### config.mk
export PLATFORM = sky130hd
export DESIGN_NAME = uart_cmd_rcv
export DESIGN_NICKNAME = d
export VERILOG_FILES = /design/src/rtl/uart_cmd_pkg.sv /design/src/rtl/uart_cmd_rcv_rx.sv /design/src/rtl/uart_cmd_rcv.sv
export SDC_FILE = /design/constraint.sdc
export NUM_CORES = 1
export LEC_CHECK = 0
export ABC_AREA = 1
export CORE_MARGIN = 3
export CORE_UTILIZATION = 45
export CTS_CLUSTER_DIAMETER = 60
export DETAILED_ROUTE_END_ITERATION = 7
export PLACE_DENSITY = 0.75
export RECOVER_POWER = 50
export SLEW_MARGIN = 20
export SYNTH_ARGS = -nofsm -noshare
export SYNTH_HDL_FRONTEND = slang
export SYNTH_SLANG_ARGS = --single-unit
### constraint.sdc
create_clock -name clk -period 4.45 [get_ports clk]
set_clock_uncertainty 0.05 [all_clocks]
set_input_delay 1.335 -clock clk [delete_from_list [all_inputs] [get_ports clk]]
set_output_delay 1.335 -clock clk [all_outputs]
set_load 0.05 [all_outputs]
### src/rtl/uart_cmd_pkg.sv
// Shared types and defaults for the UART command receiver.
package uart_cmd_pkg;

    typedef enum logic [1:0] {IDLE, START, DATA, STOP} rx_state_t;
    typedef enum logic {WAIT_HIGH, WAIT_LOW} asm_state_t;

    localparam int DEFAULT_BAUD_DIV = 2604;

endpackage

### src/rtl/uart_cmd_rcv_rx.sv
// 8N1 byte receiver: RX synchronizer, baud/bit counters and the RX state machine.
module uart_rx_byte
    import uart_cmd_pkg::*;
#(
    parameter int BAUD_DIV = DEFAULT_BAUD_DIV
) (
    input  logic       clk,
    input  logic       rst,
    input  logic       RX,
    output logic [7:0] rx_byte,
    output logic       byte_vld,
    output logic       frm_err,
    output logic       start_acc
);

    localparam int CW = $clog2(BAUD_DIV + 1);
    localparam logic [CW-1:0] HALF_BIT = CW'(BAUD_DIV / 2);
    // Down-count includes the zero cycle, so reloading BAUD_DIV-1 keeps one bit = BAUD_DIV clocks.
    localparam logic [CW-1:0] FULL_BIT = CW'(BAUD_DIV - 1);

    logic            sync1_q;
    logic            rx_s_q;
    rx_state_t       state_q, state_d;
    logic [CW-1:0]   baud_q, baud_d;
    logic [3:0]      bit_q, bit_d;
    logic [7:0]      shift_q, shift_d;
    logic            byte_vld_q, byte_vld_d;
    logic            frm_err_q, frm_err_d;
    logic            start_acc_q, start_acc_d;

    always_comb begin
        state_d     = state_q;
        baud_d      = baud_q;
        bit_d       = bit_q;
        shift_d     = shift_q;
        byte_vld_d  = 1'b0;
        frm_err_d   = 1'b0;
        start_acc_d = 1'b0;
        case (state_q)
            IDLE: begin
                if (!rx_s_q) begin
                    baud_d  = HALF_BIT;
                    state_d = START;
                end
            end
            START: begin
                if (baud_q != '0) begin
                    baud_d = baud_q - 1'b1;
                end else if (rx_s_q) begin
                    state_d = IDLE;
                end else begin
                    baud_d      = FULL_BIT;
                    bit_d       = '0;
                    start_acc_d = 1'b1;
                    state_d     = DATA;
                end
            end
            DATA: begin
                if (baud_q != '0) begin
                    baud_d = baud_q - 1'b1;
                end else begin
                    shift_d = {rx_s_q, shift_q[7:1]};
                    baud_d  = FULL_BIT;
                    bit_d   = bit_q + 1'b1;
                    if (bit_q == 4'd7) begin
                        state_d = STOP;
                    end
                end
            end
            STOP: begin
                if (baud_q != '0) begin
                    baud_d = baud_q - 1'b1;
                end else begin
                    byte_vld_d = rx_s_q;
                    frm_err_d  = !rx_s_q;
                    state_d    = IDLE;
                end
            end
            default: state_d = IDLE;
        endcase
    end

    always_ff @(posedge clk or posedge rst) begin
        if (rst) begin
            sync1_q     <= 1'b1;
            rx_s_q      <= 1'b1;
            state_q     <= IDLE;
            baud_q      <= '0;
            bit_q       <= '0;
            shift_q     <= '0;
            byte_vld_q  <= 1'b0;
            frm_err_q   <= 1'b0;
            start_acc_q <= 1'b0;
        end else begin
            sync1_q     <= RX;
            rx_s_q      <= sync1_q;
            state_q     <= state_d;
            baud_q      <= baud_d;
            bit_q       <= bit_d;
            shift_q     <= shift_d;
            byte_vld_q  <= byte_vld_d;
            frm_err_q   <= frm_err_d;
            start_acc_q <= start_acc_d;
        end
    end

    assign rx_byte   = shift_q;
    assign byte_vld  = byte_vld_q;
    assign frm_err   = frm_err_q;
    assign start_acc = start_acc_q;

endmodule

### src/rtl/uart_cmd_rcv.sv
// Serial command front end: pairs received bytes into 16-bit commands, high byte first.
module uart_cmd_rcv
    import uart_cmd_pkg::*;
#(
    parameter int BAUD_DIV = DEFAULT_BAUD_DIV
) (
    input  logic        clk,
    input  logic        rst,
    input  logic        RX,
    input  logic        clr_cmd_rdy,
    output logic [15:0] cmd,
    output logic        cmd_rdy,
    output logic        frm_err
);

    // Handshake: byte_vld/frm_err/start_acc are single-cycle pulses with no back-pressure;
    // cmd_rdy is sticky until clr_cmd_rdy (or a new command start), and a set beats a clear.

    logic [7:0] rx_byte;
    logic       byte_vld;
    logic       start_acc;

    asm_state_t asm_q, asm_d;
    logic [7:0] hi_q, hi_d;
    logic [15:0] cmd_q, cmd_d;
    logic       cmd_rdy_q, cmd_rdy_d;
    logic       set_rdy;

    uart_rx_byte #(
        .BAUD_DIV(BAUD_DIV)
    ) u_rx (
        .clk      (clk),
        .rst      (rst),
        .RX       (RX),
        .rx_byte  (rx_byte),
        .byte_vld (byte_vld),
        .frm_err  (frm_err),
        .start_acc(start_acc)
    );

    always_comb begin
        asm_d     = asm_q;
        hi_d      = hi_q;
        cmd_d     = cmd_q;
        cmd_rdy_d = cmd_rdy_q;
        set_rdy   = 1'b0;
        case (asm_q)
            WAIT_HIGH: begin
                if (byte_vld) begin
                    hi_d  = rx_byte;
                    asm_d = WAIT_LOW;
                end
            end
            WAIT_LOW: begin
                if (byte_vld) begin
                    cmd_d   = {hi_q, rx_byte};
                    set_rdy = 1'b1;
                    asm_d   = WAIT_HIGH;
                end
            end
            default: asm_d = WAIT_HIGH;
        endcase
        if (frm_err) begin
            asm_d = WAIT_HIGH;
        end
        // A start bit accepted while waiting for a high byte means the old command is stale.
        if (set_rdy) begin
            cmd_rdy_d = 1'b1;
        end else if (clr_cmd_rdy || (start_acc && asm_q == WAIT_HIGH)) begin
            cmd_rdy_d = 1'b0;
        end
    end

    always_ff @(posedge clk or posedge rst) begin
        if (rst) begin
            asm_q     <= WAIT_HIGH;
            hi_q      <= '0;
            cmd_q     <= '0;
            cmd_rdy_q <= 1'b0;
        end else begin
            asm_q     <= asm_d;
            hi_q      <= hi_d;
            cmd_q     <= cmd_d;
            cmd_rdy_q <= cmd_rdy_d;
        end
    end

    assign cmd     = cmd_q;
    assign cmd_rdy = cmd_rdy_q;

endmodule

==> metrics.md <==
| Metric | Value |
|---|---|
| Post-Synth XOR/XNOR Area | 0.01251 |
| Number of DRC markers after the initial detailed-route iteration | between 100 and 150 |
| Critical Path Start Type | register |
| Max stage delay cell, worst path | clkdlybuf4s50_1 |
| Hold Fails Final Rpt | 0 |
| Number of setup violations in the final report | 0 |
| Die ar. | just over 0.007 mm^2 |
| Total of flip-flops plus latches after synthesis | 57 |
| CTS Root Buffer Type | clkbuf_8 |
| Nets | between 300 and 400 |
| Async set or reset register ratio after synthesis | 1.000 |
| Compound-Gate Fraction of Synth Area | 0.07819 |
| GR Overflow Total | 0 |
| Starting density of the core | 0.4674 |
| Die span in y | around 85 um |
| Most common cell after layout, fill and taps aside | nand2_1 |
| Most instantiated flip-flop cell in the synthesis netlist | dfrtp_1 |
| Commonest cells after routing, fill and taps aside | nand2_1, dfrtp_1, inv_1 |
| Per-instance average area after synthesis | about 8.8 um^2 |
| Number of standard cells in the final layout excluding fillers | 427 |
| Number of I/O port buffers | 21 |
| Data arrival time of the critical path | 1490 ps |
| Mapped cell area | between 0.002 and 0.003 mm^2 |
| Adder-Cell Fraction of Synth Area | 0.04468 |
| Gate Count Post-Synth | roughly 320 |
| Maximum operating frequency | 0.3477 GHz |
| Worst Setup Slack post-DPL | about 1800 ps |
| Final-layout fill cell count | between 500 and 600 |
| Series of cell instances along the critical path | clkdlybuf4s50_1 |
| Worst setup path class | reg2out |
| CTS Sinks | between 50 and 60 |
| Setup ws final | roughly 1600 ps |
| Unrepaired setup endpoints after global routing | false |
| Share of the yosys chip area belonging to registers | 0.5103 |
| Number of buffers created by CTS | 9 |
| Leakage power | between 0.0015 and 0.002 uW |
| Delay of the slowest critical-path stage | roughly 800 ps |
| Total I/O pin count | 22 |
| Post-cts gate resize count | 0 |
| Power per Cell Area | between 300 and 400 mW/mm^2 |
| Period Utilization, post-route | 0.6464 |
| Warnings, synthesis | 0 |
| Worst-Margin Slew | ~900 ps |
| Result of the run | finished clean |
| Placement row count | 28 |
| Global Route Usage Sum | 0.1718 |
| Share of synthesized area spent on multiplexers | 0.03217 |
| Clock transition at the register clock pins on the worst setup and hold paths after CTS | about 70 ps |
| Total Negative Setup Slacks | 0 ps |
| Number of setup buffers added after CTS | 0 |
| Worst relative slew slack | 0.3981 |
| Dominant combinational cell family by area after synthesis | simple AND/OR/NAND/NOR gates |
| Sum of routed wire length over all layers | 5467 um |
| Clock period minus final worst setup slack | between 2000 and 3000 ps |
| Antenna violations before repair | 0 |
| Max-cap viol count | 0 |
| Max VDD drop | around 0.22 mV |
| Clock latency on the worst-skew pair | 330 ps |
| DR WL/cell | roughly 13 um |
| CTS HTree Levels | 3 |
| Maximum number of pins on one net before global-route repair | 39 |
| Vias in the first global route | approximately 2200 |
| Cell variety after synth | 30 |
| Class of the tightest hold or removal check | reg2reg |
| Number of vias per cell after detailed routing | a little over 5 |
| Clock tree from TritonCTS | done |
| Via count | around 2200 |
| Pins over their slew limit | 0 |
| Hold-fix buffer count after cts | 0 |
| Die span in x | approximately 85 um |
| Post-detailed-route DRC marker count | 0 |
| Required time of the critical path | approximately 3000 ps |
| Clock buffer depth | 2 |
| Synth Area in Simple Gates | 0.2641 |
| Maximum net fanout on the critical path | 2 |
| Top cell family by delay on the critical path | buffers and inverters |
| HPWL after detailed placement | 3878 um |
| GPL Wtd Cong | approximately 0.9 |
| First-pass iteration count of the detailed router | 5 |
| Floorplan Core Area | between 0.005 and 0.006 mm^2 |
| Placed Cells | between 400 and 500 |
| First-pass GRT wire length | a little under 10000 um |
| Number of enable flip-flop cells after synthesis | 0 |
| Net count after synthesis | between 300 and 400 |
| CP endpoint kind | output port |
| Total inserted antenna cells | 0 |
| Antenna Violating Nets Remaining | 0 |
| Fraction of final layout cells sized beyond drive strength 1 | 0.1250 |
| Area Growth Syn to Fin | 17.34% |
| Crit path buf inv count | 1 |
logic make-up after synthesis:
logic type      after synthesis
compound gates               38
xor+xnor                      4
fa+ha+maj                    10
buf+inv                      43
flops                        57
mux                           8
simple gates                158
power by group:
| part | total, uW | internal (uW) | switching, uW |
|---|---|---|---|
| sequential | 521 | 520 | 1.05 |
| clock | 590 | 386 | 204 |
| combinational | 14.0 | 2.93 | 11.1 |
| total | 1130 | 909 | 216 |
per-layer routing:
layer  track usage  routed length (um)  vias up
li1              -                   -     1067
met1        0.2003                2389     1065
met2        0.2954                2776       48
met3       0.05728                 238        6
met4       0.06187                  63        0
met5             0                   0        -
state kept, by name (all words and copies together), names as in the netlist, named ones only:
name and flops:
u_rx.state_q 1, cmd 16, u_rx.rx_byte 8, hi_q 8, u_rx.bit_q 4, u_rx.frm_err 1, u_rx.baud_q 12, u_rx.byte_vld 1
u_rx.rx_s_q 1, u_rx.sync1_q 1, u_rx.start_acc 1, cmd_rdy 1, asm_q 1
layout make-up:
cell class	count	area (um^2)	share of cell area
Tap cell	75	93.84	0.02856
Clock inverter	5	102.6	0.03123
Sequential cell	57	1429	0.4349
Multi-Input combinational cell	218	1155	0.3515
Clock buffer	11	141.4	0.04303
Inverter	39	146.4	0.04455
Timing Repair Buffer	22	217.7	0.06626
final timing paths:
| path | depth (start not counted) | slack, ps | endpoint | start |
|---|---|---|---|---|
| worst max-delay path | 1 | 1570 | cmd[6] | cmd[6] |
| worst min-delay path | 0 | 300 | u_rx.rx_s_q | u_rx.sync1_q |
| worst max register to register | 9 | 2060 | u_rx.rx_byte[5] | u_rx.baud_q[0] |
| worst min register to register | 0 | 300 | u_rx.rx_s_q | u_rx.sync1_q |
| max in group asynchronous | 3 | 1860 | u_rx.sync1_q | rst |
| min in group asynchronous | 2 | 1520 | cmd[6] | rst |
cells in the mapped netlist (4+ instances only):
cell	instances	area, um^2
o21ai_1	6	30.03
nand3_1	15	75.07
dfrtp_1	55	1376
ha_1	10	125.1
mux2_2	8	90.09
o21ai_0	10	50.05
nand2_1	82	307.8
xor2_1	4	35.03
inv_1	35	131.4
nor2_1	34	127.6
nor3_1	4	20.02
nand4_1	5	31.28
nand2_2	5	31.28
inv_2	4	15.01
a21oi_1	16	80.08
per-stage QoR:
step             util  cell area, um^2  hold WS (ps)  power (uW)
2_1_floorplan       -             2800         295.2       539.2
4_1_cts        0.5574             3339         306.1        1137
6_report       0.5485             3286         300.9        1125
3_3_place_gp   0.5167             3095         296.1       545.7
3_5_place_dp   0.5167             3095         297.9       546.1
5_1_grt        0.5485             3286         308.4        1166
(Power assumes the default switching activity.)
